## src/rtl/chiplet_pkt_builder.sv

```systemverilog
`default_nettype none
// ============================================================================
// chiplet_pkt_builder : TX packetizer, command + write data -> framed flits
//                       (hdr, addr, data, crc). Optional: PKT_BUILDER_CRC_EN
// Revision: 1.0
// ============================================================================
module chiplet_pkt_builder #(
  parameter logic [4:0] NODE_ID   = 5'd0,
  parameter int         LONG_MAX  = 128,
  parameter int         SHORT_MAX = 16
) (
  input  logic        CLK,
  input  logic        nRST,
  input  logic        req_valid,
  output logic        req_ready,
  input  logic [3:0]  req_fmt,
  input  logic [4:0]  req_dest,
  input  logic [31:0] req_addr,
  input  logic [6:0]  req_len,
  input  logic [3:0]  req_fst_b,
  input  logic [3:0]  req_lst_b,
  input  logic        req_vc,
  input  logic        wdata_valid,
  input  logic [31:0] wdata,
  output logic        wdata_ready,
  output logic        out_valid,
  output logic [39:0] out_flit,
  input  logic        out_ready,
  output logic        busy,
  output logic        fmt_err
);

  localparam logic [3:0] FMT_LONG_READ   = 4'h0;
  localparam logic [3:0] FMT_LONG_WRITE  = 4'h1;
  localparam logic [3:0] FMT_SHORT_READ  = 4'h8;
  localparam logic [3:0] FMT_SHORT_WRITE = 4'h9;
  localparam logic [7:0] LONG_WORDS      = 8'(LONG_MAX);
  localparam logic [7:0] SHORT_WORDS     = 8'(SHORT_MAX);

  typedef enum logic [2:0] {
    IDLE = 3'd0,
    HDR  = 3'd1,
    ADDR = 3'd2,
    DATA = 3'd3,
    CRC  = 3'd4
  } state_t;

  state_t      state, state_nx;
  logic [3:0]  fmt_q;
  logic [4:0]  dest_q;
  logic [31:0] addr_q;
  logic [6:0]  len_q;
  logic [3:0]  fst_q, lst_q;
  logic        vc_q;
  logic [1:0]  pkt_id;
  logic [7:0]  cnt;
  logic [39:0] flit_q, flit_d;
  logic        valid_q, valid_d;

  logic        legal, hs, last_word;
  logic        q_long;
  logic [7:0]  word_n;
  logic [3:0]  s_fmt;
  logic [4:0]  s_dest;
  logic [31:0] s_addr;
  logic [6:0]  s_len;
  logic [3:0]  s_fst, s_lst;
  logic        s_vc;
  logic        s_long;
  logic [31:0] hdr_word;
  logic [7:0]  meta;
  logic [31:0] crc_pay;

  assign legal = (req_fmt == FMT_LONG_READ)  || (req_fmt == FMT_LONG_WRITE) ||
                 (req_fmt == FMT_SHORT_READ) || (req_fmt == FMT_SHORT_WRITE);

  // DATA is a zero-latency pass-through; the other states drive from registers.
  assign out_valid = (state == DATA) ? wdata_valid : valid_q;
  assign out_flit  = (state == DATA) ? {vc_q, pkt_id, NODE_ID, wdata} : flit_q;
  assign hs        = out_valid && out_ready;
  assign busy      = (state != IDLE);

  assign q_long    = (fmt_q == FMT_LONG_READ) || (fmt_q == FMT_LONG_WRITE);
  assign word_n    = q_long ? ((len_q == 7'd0) ? LONG_WORDS : {1'b0, len_q})
                            : ((len_q[3:0] == 4'd0) ? SHORT_WORDS : {4'b0, len_q[3:0]});
  assign last_word = (cnt == (word_n - 8'd1));

  // The header is built on the accept cycle, before the fields are latched.
  assign s_fmt  = (state == IDLE) ? req_fmt   : fmt_q;
  assign s_dest = (state == IDLE) ? req_dest  : dest_q;
  assign s_addr = (state == IDLE) ? req_addr  : addr_q;
  assign s_len  = (state == IDLE) ? req_len   : len_q;
  assign s_fst  = (state == IDLE) ? req_fst_b : fst_q;
  assign s_lst  = (state == IDLE) ? req_lst_b : lst_q;
  assign s_vc   = (state == IDLE) ? req_vc    : vc_q;
  assign s_long = (s_fmt == FMT_LONG_READ) || (s_fmt == FMT_LONG_WRITE);

  assign hdr_word = s_long ? {s_fmt, s_dest, 8'h00, s_lst, s_fst, s_len}
                           : {s_fmt, s_dest, s_addr[18:0], s_len[3:0]};
  assign meta     = {s_vc, pkt_id, NODE_ID};

`ifdef PKT_BUILDER_CRC_EN
  localparam logic [31:0] CRC_POLY = 32'h04C11DB7;
  localparam logic [31:0] CRC_INIT = 32'hFFFFFFFF;

  logic [31:0] crc, crc_d;

  function automatic logic [31:0] crc32_upd(input logic [31:0] c, input logic [31:0] d);
    logic [31:0] r;
    r = c;
    for (int i = 31; i >= 0; i--) begin
      r = {r[30:0], 1'b0} ^ ((r[31] ^ d[i]) ? CRC_POLY : 32'h0);
    end
    return r;
  endfunction

  // CRC covers every handshaked flit up to, not including, the CRC flit.
  always_comb begin
    crc_d = crc;
    if (hs && (state != CRC) && (state != IDLE)) crc_d = crc32_upd(crc, out_flit[31:0]);
  end

  always_ff @(posedge CLK or negedge nRST) begin
    if (!nRST)                     crc <= CRC_INIT;
    else if (hs && (state == CRC)) crc <= CRC_INIT;
    else                           crc <= crc_d;
  end

  assign crc_pay = crc_d;
`else
  assign crc_pay = 32'h0;
`endif

  always_comb begin
    state_nx    = state;
    req_ready   = 1'b0;
    wdata_ready = 1'b0;
    case (state)
      IDLE: begin
        req_ready = 1'b1;
        if (req_valid && legal) state_nx = HDR;
      end
      HDR: begin
        if (hs) begin
          if (q_long)                        state_nx = ADDR;
          else if (fmt_q == FMT_SHORT_WRITE) state_nx = DATA;
          else                               state_nx = CRC;
        end
      end
      ADDR: begin
        if (hs) state_nx = (fmt_q == FMT_LONG_WRITE) ? DATA : CRC;
      end
      DATA: begin
        wdata_ready = out_ready;
        if (hs && last_word) state_nx = CRC;
      end
      CRC: begin
        if (hs) state_nx = IDLE;
      end
      default: state_nx = IDLE;
    endcase
  end

  always_comb begin
    flit_d  = 40'h0;
    valid_d = 1'b0;
    case (state_nx)
      HDR: begin
        flit_d  = {meta, hdr_word};
        valid_d = 1'b1;
      end
      ADDR: begin
        flit_d  = {meta, s_addr};
        valid_d = 1'b1;
      end
      CRC: begin
        flit_d  = {meta, crc_pay};
        valid_d = 1'b1;
      end
      default: begin
        flit_d  = 40'h0;
        valid_d = 1'b0;
      end
    endcase
  end

  always_ff @(posedge CLK or negedge nRST) begin
    if (!nRST) begin
      state   <= IDLE;
      flit_q  <= 40'h0;
      valid_q <= 1'b0;
      fmt_err <= 1'b0;
      pkt_id  <= 2'd0;
      cnt     <= 8'd0;
      fmt_q   <= 4'h0;
      dest_q  <= 5'd0;
      addr_q  <= 32'h0;
      len_q   <= 7'd0;
      fst_q   <= 4'h0;
      lst_q   <= 4'h0;
      vc_q    <= 1'b0;
    end else begin
      state   <= state_nx;
      flit_q  <= flit_d;
      valid_q <= valid_d;
      fmt_err <= (state == IDLE) && req_valid && !legal;
      if ((state == IDLE) && req_valid && legal) begin
        fmt_q  <= req_fmt;
        dest_q <= req_dest;
        addr_q <= req_addr;
        len_q  <= req_len;
        fst_q  <= req_fst_b;
        lst_q  <= req_lst_b;
        vc_q   <= req_vc;
      end
      if ((state == DATA) && hs) cnt <= last_word ? 8'd0 : cnt + 8'd1;
      if ((state == CRC) && hs)  pkt_id <= pkt_id + 2'd1;
    end
  end

endmodule
`default_nettype wire

```

## config.mk

```make
export PLATFORM = sky130hd
export DESIGN_NAME = chiplet_pkt_builder
export DESIGN_NICKNAME = d
export VERILOG_FILES = /design/src/rtl/chiplet_pkt_builder.sv
export SDC_FILE = /design/constraint.sdc
export NUM_CORES = 1
export LEC_CHECK = 0
export ABC_AREA = 1
export BUFFER_PORTS_ARGS = -buffer_cell sky130_fd_sc_hd__buf_2
export CAP_MARGIN = 20
export CORE_ASPECT_RATIO = 1.2
export CORE_MARGIN = 2
export CORE_UTILIZATION = 55
export DETAILED_ROUTE_END_ITERATION = 16
export PLACE_DENSITY_LB_ADDON = 0.2
export SYNTH_ARGS = -nofsm -noshare
export SYNTH_HDL_FRONTEND = slang
export SYNTH_SLANG_ARGS = --single-unit
```

## constraint.sdc

```tcl
create_clock -name CLK -period 2.5 [get_ports CLK]
set_input_delay 0.125 -clock CLK [delete_from_list [all_inputs] [get_ports CLK]]
set_output_delay 0.125 -clock CLK [all_outputs]
set_load 0.005 [all_outputs]
```

==> results of run 1 <==
==> registers in the layout, indices dropped and copies added, names as in the netlist <==
name	flops
addr_q	32
cnt	8
dest_q	5
flit_q	35
fmt_err	1
fmt_q	4
fst_q	4
len_q	7
lst_q	4
pkt_id	2
state	3
valid_q	1
vc_q	1
==> cell type report <==
type / instances / area (um2) / area share
multi-input cells: 586 / 2838 / 0.3879
flip-flops and latches: 107 / 2680 / 0.3663
repair buffers: 164 / 947.2 / 0.1295
inverters: 102 / 387.9 / 0.05302
clock buffers: 9 / 225.2 / 0.03079
well taps: 129 / 161.4 / 0.02206
clock inverters: 7 / 76.32 / 0.01043
==> per-layer routing <==
metal | global-route usage | vias up | wire (um)
met5 | 0 | - | 0
met3 | 0.03462 | 13 | 840
met1 | 0.3608 | 2544 | 6493
li1 | - | 2936 | -
met2 | 0.3936 | 178 | 6922
met4 | 0.07962 | 0 | 197
==> critical path, cell delays in order (launching register included) <==
cell and delay [ps]:
dfrtp_1 410, inv_1 90, ha_1 140, inv_1 60
nor2_4 150, nand2_2 100, nand2_2 100, nand2_1 60
nand2_1 70, nand2_1 40, nor2_1 90, nand2_1 90
nor2_4 140, nand3_4 120, nand2_8 120, nand3_4 80
buf_4 190, o21ai_0 170
==> cells in the final DEF, fill, tap and decap left out, types with 2 or more instances in the layout <==
master	n
a21oi_1	3
buf_12	3
buf_2	132
buf_4	26
clkbuf_16	9
clkinvlp_4	2
conb_1	5
dfrtp_1	105
dfrtp_2	2
dlygate4sd3_1	2
ha_1	3
inv_1	93
inv_2	7
inv_4	2
inv_6	2
nand2_1	302
nand2_2	6
nand2_4	3
nand3_1	19
nand3_4	4
nand4_1	43
nor2_1	21
nor2_4	4
nor3_1	4
nor3_2	2
nor3b_1	2
o211ai_1	12
o21ai_0	122
o21ai_1	12
xor2_1	8
==> logic make-up (layout without fill, tap and decap cells) <==
logic type                 Yosys count  count (layout)  synth area share
other                                1               5         0.0006205
xor gates and xnor gates            10              10           0.01449
and+or+nand+nor                    417             418            0.3039
AOI/OAI and AO/OA                  150             150            0.1298
adders and majority gates            3               3          0.006212
buffers and inverters              152             282            0.1019
DFF                                107             107            0.4431
==> power by group <==
| group | internal, mW | total (mW) | leakage [nW] | switching [mW] |
|---|---|---|---|---|
| clock | 0.784 | 1.44 | 0.142 | 0.659 |
| combinational | 1.06 | 2.84 | 2.52 | 1.78 |
| sequential | 2.30 | 2.64 | 1.38 | 0.345 |
==> through the flow <==
stage          power (mW)  cells  setup TNS (ps)  area (um2)  hold WS (ps)
5_1_grt             7.501   1104          -49.15        7316         48.11
6_report            6.926   1104               0        7316         34.41
4_1_cts             6.820   1097               0        7207         37.04
2_1_floorplan       4.541    844               0        6058        -170.6
3_5_place_dp        5.367   1079               0        6885         96.87
3_3_place_gp        5.315   1079               0        6885         95.86
==> worst paths after layout <==
path / start / to / slack, ps / cells after the start
min reg2reg: addr_q[3]$_DFFE_PN0P_ / addr_q[3]$_DFFE_PN0P_ / 480 / 2
max in group asynchronous: nRST / addr_q[27]$_DFFE_PN0P_ / 1520 / 3
max: len_q[0]$_DFFE_PN0P_ / flit_q[8]$_DFF_PN0_ / 190 / 17
min in group asynchronous: nRST / fmt_q[3]$_DFFE_PN0P_ / 250 / 2
min: req_addr[14] / addr_q[14]$_DFFE_PN0P_ / 30 / 3
max reg2reg: len_q[0]$_DFFE_PN0P_ / flit_q[8]$_DFF_PN0_ / 190 / 17
==> timing repair <==
item | CTS | global route
buffers inserted | 0 | 6
endpoints found under the hold margin | 33 | 0
setup endpoints to repair | 0 | 39
gates resized for setup | 0 | 11
hold buffers | 2 | 0
==> flow_summary.toml, run 1 <==
[die]
ioPinCount = 139
start_util = 0.5691
die_h_um = 118.8
die_area_um2 = 11850
row_count = 41
coreArea_um2 = 10620
die_w_um = 99.69

[grt]
grt_remaining_overflow = 0
antenna_found_initial = 0
grt_pass1_vias = 5094
grt_max_degree = 76
grt_util_all_layers = 0.2505
grt_pass1_wl_um = 23790

[drt]
num_vias = 5671
via_per_inst = 5.137
totalWireLength_um = 14450
post_drt_wl_per_cell_um = 13.09
ant_nets = 0
dr.pass1.iters = 5
drc = 0
drtIter0Drc = 357

[layout]
drive_gt1_frac = 0.2215
area_delta_synth_final_pct = 21.06
final_util = 0.6889
n_antenna_cell = 0
fill_cells = 902
final_nets = 1067

[synth]
synth_top_cell_area_share = 0.4431
yosysMostFrequentCell = "nand2_1"
synth-async-reset-ratio = 1.000
yosysSeqAreaShare = 0.4431
synth_flop_cell = "dfrtp_1"
synth_edf_count = 0
syn_area_um2 = 6043
netlist_top_cells_area = "dfrtp_1 (44%), nand2_1 (19%), o21ai_0 (10%), inv_1 (5.8%), nand4_1 (4.5%)"
syn_avg_cell_area_um2 = 7.194
syn-instance-count = 840
yosysWarningCount = 0
synthDistinctLibCells = 36
synth_top_area_cell = "dfrtp_1"
ys_top_cells_by_count = "nand2_1 (303), o21ai_0 (123), dfrtp_1 (107), inv_1 (93), nand4_1 (43)"
synth_seq_cells = 107

[critical_path]
cp.required_ps = 2770
crit_path_end_kind = "flop"
cp-start-kind = "flop"
worst-path-max-fanout = 12
worstPathArrival_ps = 2580
path_class = "reg -> reg"

[clocking]
cts_inserted_buffers = 9
cts.reportedPaths.clkPinSlew_ps = 70
tritoncts = "built"
cts-root-buf = "clkbuf_16"
clock-sinks = 107
cts_buffer_depth = 2
h-tree-depth = 3
clock_latency_ps = 360

[timing]
worst_pin_slew_ps = 578.1
skew_ps = 8.074
hold_viol_final = 0
drv_slew = 0
min_period_over_period = 0.9252
setup_slack_ps = 186.9
max_freq_mhz = 432.3
fin_crit_ps = 2313
setup_violations = 0
maxSlewHeadroom = 0.6146

[placement]
pre_cts_ws_ps = 44.49
routabilityCongestion = 0.8475
dp_hpwl_um = 10150
port_buffers = 133

[min_path]
min_path_type = "in -> reg"

[power_and_ir_drop]
leakagePower_nw = 4.049
ir_drop_mv = 0.5242
power_density_nw_per_um2 = 946.7

[job]
max-cap-violations = 0

[outcome]
status = "completed"
(Power assumes the default switching activity.)
==> inputs of run 2 (changes only) <==
- MAX_ROUTING_LAYER: unset -> met4
==> run 2 against run 1 <==
  * First-iteration DRC count decreased by 9.5%
  * Global-route usage increased by 0.75 points
  * Utilization about the same
  * Clock power about the same
  * Sequential share of layout area about the same
  * Setup slack improved by 0.52 ps
  * Register-to-register slack about the same
  * Critical endpoint unchanged
  * Largest cell class unchanged
==> flow_summary.toml, run 2 (same netlist as run 1, synthesis figures left out) <==
[timing]
skew_ps = 7.800
max_freq_mhz = 432.4
maxSlewHeadroom = 0.6132
setup_violations = 0
setup_slack_ps = 187.4
fin_tns_setup_ps = 0
drv_slew = 0
fin_crit_ps = 2313
worst_pin_slew_ps = 580.2
hold_viol_final = 0
min_period_over_period = 0.9250

[min_path]
min_path_type = "in -> reg"

[outcome]
status = "completed"

[clocking]
cts_buffer_depth = 2
tritoncts = "built"
h-tree-depth = 3
cts_inserted_buffers = 9
cts.reportedPaths.clkPinSlew_ps = 70
cts-root-buf = "clkbuf_16"
clock-sinks = 107
clock_latency_ps = 350

[critical_path]
r2r_start = "len_q[4]$_DFFE_PN0P_"
cp.required_ps = 2770
worstRegToRegCells = 14
cp-start-kind = "flop"
path_class = "reg -> reg"
r2r_slack_ps = 190
worst-path-max-fanout = 12
startpoint = "len_q[4]$_DFFE_PN0P_"
r2r-end = "flit_q[8]$_DFF_PN0_"
crit_end = "flit_q[8]$_DFF_PN0_"
worstPathArrival_ps = 2580
crit_path_end_kind = "flop"

[drt]
ant_nets = 0
totalWireLength_um = 14490
via_per_inst = 5.172
drc = 0
dr.pass1.iters = 5
drtIter0Drc = 323
post_drt_wl_per_cell_um = 13.12
num_vias = 5710

[die]
start_util = 0.5691
ioPinCount = 139
die_area_um2 = 11850
die_w_um = 99.69
die_h_um = 118.8
coreArea_um2 = 10620
row_count = 41

[grt]
grt_util_all_layers = 0.2579
grt_max_degree = 76
gr-usage-met1 = 0.3647
met2_usage = 0.3919
grt.busiest_layer = "met2"
antenna_found_initial = 0
grt_util_met3 = 0.03815
grt_pass1_vias = 5102
grt_remaining_overflow = 0
grt_pass1_wl_um = 23840

[layout]
largestRegisters = "flit_q: 35 flops, addr_q: 32 flops, cnt: 8 flops"
n_antenna_cell = 0
layout_commonest_cell = "nand2_1"
final_util = 0.6888
design_area_um2 = 7315
fill_cells = 903
multi_input_area_um2 = 2838
drive_gt1_frac = 0.2205
final_nets = 1067
area_delta_synth_final_pct = 21.04
largest_reg_flops = 35
mostFrequentLayoutCells = "nand2_1 (302), buf_2 (132), o21ai_0 (122)"
regMostFlops = "flit_q"
regArea_um2 = 2679
finalNonFillerCells = 1104

[placement]
dp_hpwl_um = 10150
dp.cells = 1079
postPlaceCellArea_um2 = 6885
port_buffers = 133
routabilityCongestion = 0.8609
pre_cts_ws_ps = 44.49

[power_and_ir_drop]
power_density_nw_per_um2 = 947.6
leakagePower_nw = 4.051
ir_drop_mv = 0.5276

[job]
max-cap-violations = 0
## run 2: metal layers
layer,vias to the layer above,routed length (um)
li1,2935,-
met1,2592,6625
met2,169,6886
met3,14,789
met4,0,186
met5,-,0
## run 2: repair_timing
item / in CTS / in global routing
hold buffers: 2 / 0
resized for setup: 0 / 10
endpoints found under the setup margin: 0 / 39
buffers inserted: 0 / 6
hold endpoints to repair: 33 / 0
## run 2: area by class of cell
class	instances	area share
Clock inverter	7	0.01043
Clock buffer	9	0.03079
Sequential cell	107	0.3662
Tap cell	129	0.02207
Timing Repair Buffer	164	0.1295
Inverter	102	0.05303
Multi-Input combinational cell	586	0.3880
## run 2: how the worst min path moves through the flow
stage                                   to          from  slack, ps  depth (start not counted)
global placement        cnt[7]$_DFFE_PN0P_          nRST        100                          1
global route        addr_q[12]$_DFFE_PN0P_  req_addr[12]         50                          3
floorplan            addr_q[0]$_DFFE_PN0P_          nRST       -170                          0
finish              addr_q[12]$_DFFE_PN0P_  req_addr[12]         40                          3
detailed placement      cnt[7]$_DFFE_PN0P_          nRST        100                          1
CTS                 addr_q[14]$_DFFE_PN0P_  req_addr[14]         40                          3
## run 2: per-stage QoR
step | total power [mW] | hold slack (ps)
2_1_floorplan | 4.541 | -170.6
3_3_place_gp | 5.315 | 95.86
3_5_place_dp | 5.367 | 96.87
4_1_cts | 6.820 | 37.04
5_1_grt | 7.502 | 47.85
6_report | 6.932 | 36.75
## run 2: worst max-delay path, cell delays in order, from the launching register on
cell and delay, ps:
dfrtp_1 460, nor3_2 360, nand3_4 150, nand2_4 120, nand2_1 50, nand2_1 50
nand2_1 70, nand2_1 60, nand2_1 80, nor2_4 140, nand3_4 120, nand2_8 120
nand3_4 80, buf_4 200, o21ai_0 170
## run 2: power breakdown
group / switching (mW) / internal [mW] / total [mW] / leakage (nW)
Clock: 0.662 / 0.784 / 1.45 / 0.142
Combinational: 1.79 / 1.06 / 2.84 / 2.52
Sequential: 0.346 / 2.29 / 2.64 / 1.38
Total: 2.80 / 4.14 / 6.93 / 4.05
==> inputs of run 3 (changes only) <==
- CORE_UTILIZATION: 55 -> 49
==> run 3 against run 2 <==
  * Via count shrank 1.3%
  * Maximum frequency increased by 1.8%
  * Hold slack better by 1.4 ps
  * Wire length about the same
  * Critical path depth is 2 higher
  * Final cell count increased by 2.4%
  * Non-clock buffer count down 3
  * Clock-buffer cell count up 3
  * Setup slack improved by 41 ps
==> flow_summary.toml, run 3 (same netlist as run 1, synthesis figures left out) <==
[outcome]
status = "completed"

[timing]
fin_tns_setup_ps = 0
maxSlewHeadroom = 0.5917
drv_slew = 0
fin_crit_ps = 2272
skew_ps = 4.869
max_freq_mhz = 440.2
setup_violations = 0
hold_viol_final = 0
min_period_over_period = 0.9087
worst_pin_slew_ps = 612.4
rsz0062_at_grt = "yes"

[critical_path]
cp_top_family = "simple AND/OR/NAND/NOR gates"
path_class = "reg -> reg"
cp-start-kind = "flop"
path_cells = "inv_2 -> nand2_2 -> nor2_4 -> nand2_2 -> nand2_2 -> nor2_1 -> nand3_1 -> nand2_1 -> nor2_1 -> nand2_1 -> nor2_2 -> nand3_2 -> nand2_4 -> nand3_4 -> buf_6 -> o21ai_0"
crit_top_cell = "nand2_2"
max_stage_delay_ps = 490
crit_buf_inv = 2
worstPathArrival_ps = 2530
worst-path-max-fanout = 11
cp.required_ps = 2760
crit_path_end_kind = "flop"
crit_slowest_cell = "dfrtp_1"

[power_and_ir_drop]
power_switching_mw = 2.692
combinationalPowerShare = 0.413
p_int_mw = 4.030
power_density_nw_per_um2 = 927.6
clock_power_share = 0.196
power_mw = 6.722
seq_power_share = 0.391
ir_drop_mv = 0.4875
leakagePower_nw = 4.013
switching_share = 0.4005

[layout]
area_delta_synth_final_pct = 19.92
multi_input_area_um2 = 2796
largest_reg_flops = 35
n_antenna_cell = 0
drive_gt1_frac = 0.2144
final_nets = 1063
mostFrequentLayoutCells = "nand2_1 (302), buf_2 (132), o21ai_0 (117)"
regArea_um2 = 2678
largestRegisters = "flit_q: 35 flops, addr_q: 32 flops, cnt: 8 flops"
fill_cells = 1148
layout_commonest_cell = "nand2_1"
regMostFlops = "flit_q"

[drt]
post_drt_wl_per_cell_um = 12.81
ant_nets = 0
via_per_inst = 4.985
dr.pass1.iters = 5
totalWireLength_um = 14490
drc = 0
drtIter0Drc = 304
num_vias = 5638

[die]
row_count = 44
die_h_um = 125.7
die_area_um2 = 13240
coreArea_um2 = 12060
die_w_um = 105.4
ioPinCount = 139
start_util = 0.5012

[grt]
grt_pass1_vias = 5054
antenna_found_initial = 0
grt_remaining_overflow = 0
grt_pass1_wl_um = 24180
grt_util_all_layers = 0.2294
grt_max_degree = 75

[clocking]
cts-root-buf = "clkbuf_16"
clock-sinks = 107
cts.reportedPaths.clkPinSlew_ps = 70
cts_inserted_buffers = 9
tritoncts = "built"
clock_latency_ps = 340
cts_buffer_depth = 2
h-tree-depth = 3

[placement]
dp_hpwl_um = 10370
port_buffers = 133
routabilityCongestion = 0.9352

[min_path]
min_path_type = "in -> reg"

[job]
max-cap-violations = 0
==> run 3: final cells by class <==
cell class	instances	area share
inverter	102	0.05387
timing repair buffer	161	0.1255
tap	161	0.02780
clock buffer	12	0.03401
sequential	107	0.3695
clock inverter	3	0.003453
multi-input combinational	585	0.3859
==> run 3: power by group through the flow <==
stage | Combinational [mW] | Clock (mW) | Sequential (mW)
finish | 2.77 | 1.32 | 2.63
global placement | 2.70 | 0 | 2.63
floorplan | 1.96 | 0 | 2.58
global route | 3.21 | 1.40 | 2.69
CTS | 2.74 | 1.34 | 2.62
detailed placement | 2.72 | 0 | 2.65
==> run 3: metrics by stage <==
stage | cell area [um2] | instances | util | hold slack, ps | setup slack (ps)
4_1_cts | 7202 | 1128 | 0.5973 | 25.56 | 141.3
3_5_place_dp | 6920 | 1112 | 0.5740 | 24.44 | 164.5
6_report | 7247 | 1131 | 0.6011 | 38.14 | 228.3
3_3_place_gp | 6920 | 1112 | 0.5740 | 26.10 | 251.1
2_1_floorplan | 6058 | 844 | - | -170.6 | 461.9
5_1_grt | 7247 | 1131 | 0.6011 | 46.94 | -8.656
==> run 3: routing by layer <==
layer | GRT usage | up-vias | share of wire | wire length, um
met5 | - | - | 0 | 0
met4 | 0.07137 | 0 | 0.019 | 280
met3 | 0.03416 | 17 | 0.057 | 828
met2 | 0.3510 | 176 | 0.46 | 6705
met1 | 0.3169 | 2519 | 0.46 | 6677
li1 | - | 2926 | - | -
==> run 3: repair_timing <==
item | in CTS | in global routing
buffers inserted | 0 | 3
endpoints found under the hold margin | 17 | 0
resized for setup | 0 | 11
setup endpoints to repair | 0 | 37
hold buffers | 1 | 0
==> run 3: final timing paths <==
path	start	end	slack [ps]	cells after the start
worst max-delay path	len_q[2]$_DFFE_PN0P_	flit_q[3]$_DFF_PN0_	230	16
min in group asynchronous	nRST	cnt[7]$_DFFE_PN0P_	220	2
max in group asynchronous	nRST	addr_q[11]$_DFFE_PN0P_	1530	3
worst max register to register	len_q[2]$_DFFE_PN0P_	flit_q[3]$_DFF_PN0_	230	16
worst min register to register	addr_q[5]$_DFFE_PN0P_	addr_q[5]$_DFFE_PN0P_	480	2
worst min-delay path	req_fmt[3]	fmt_q[3]$_DFFE_PN0P_	40	3
==> run 3: worst min-delay path, stage by stage <==
cell and delay [ps]:
buf_2 90, nand2_1 50, o21ai_0 70
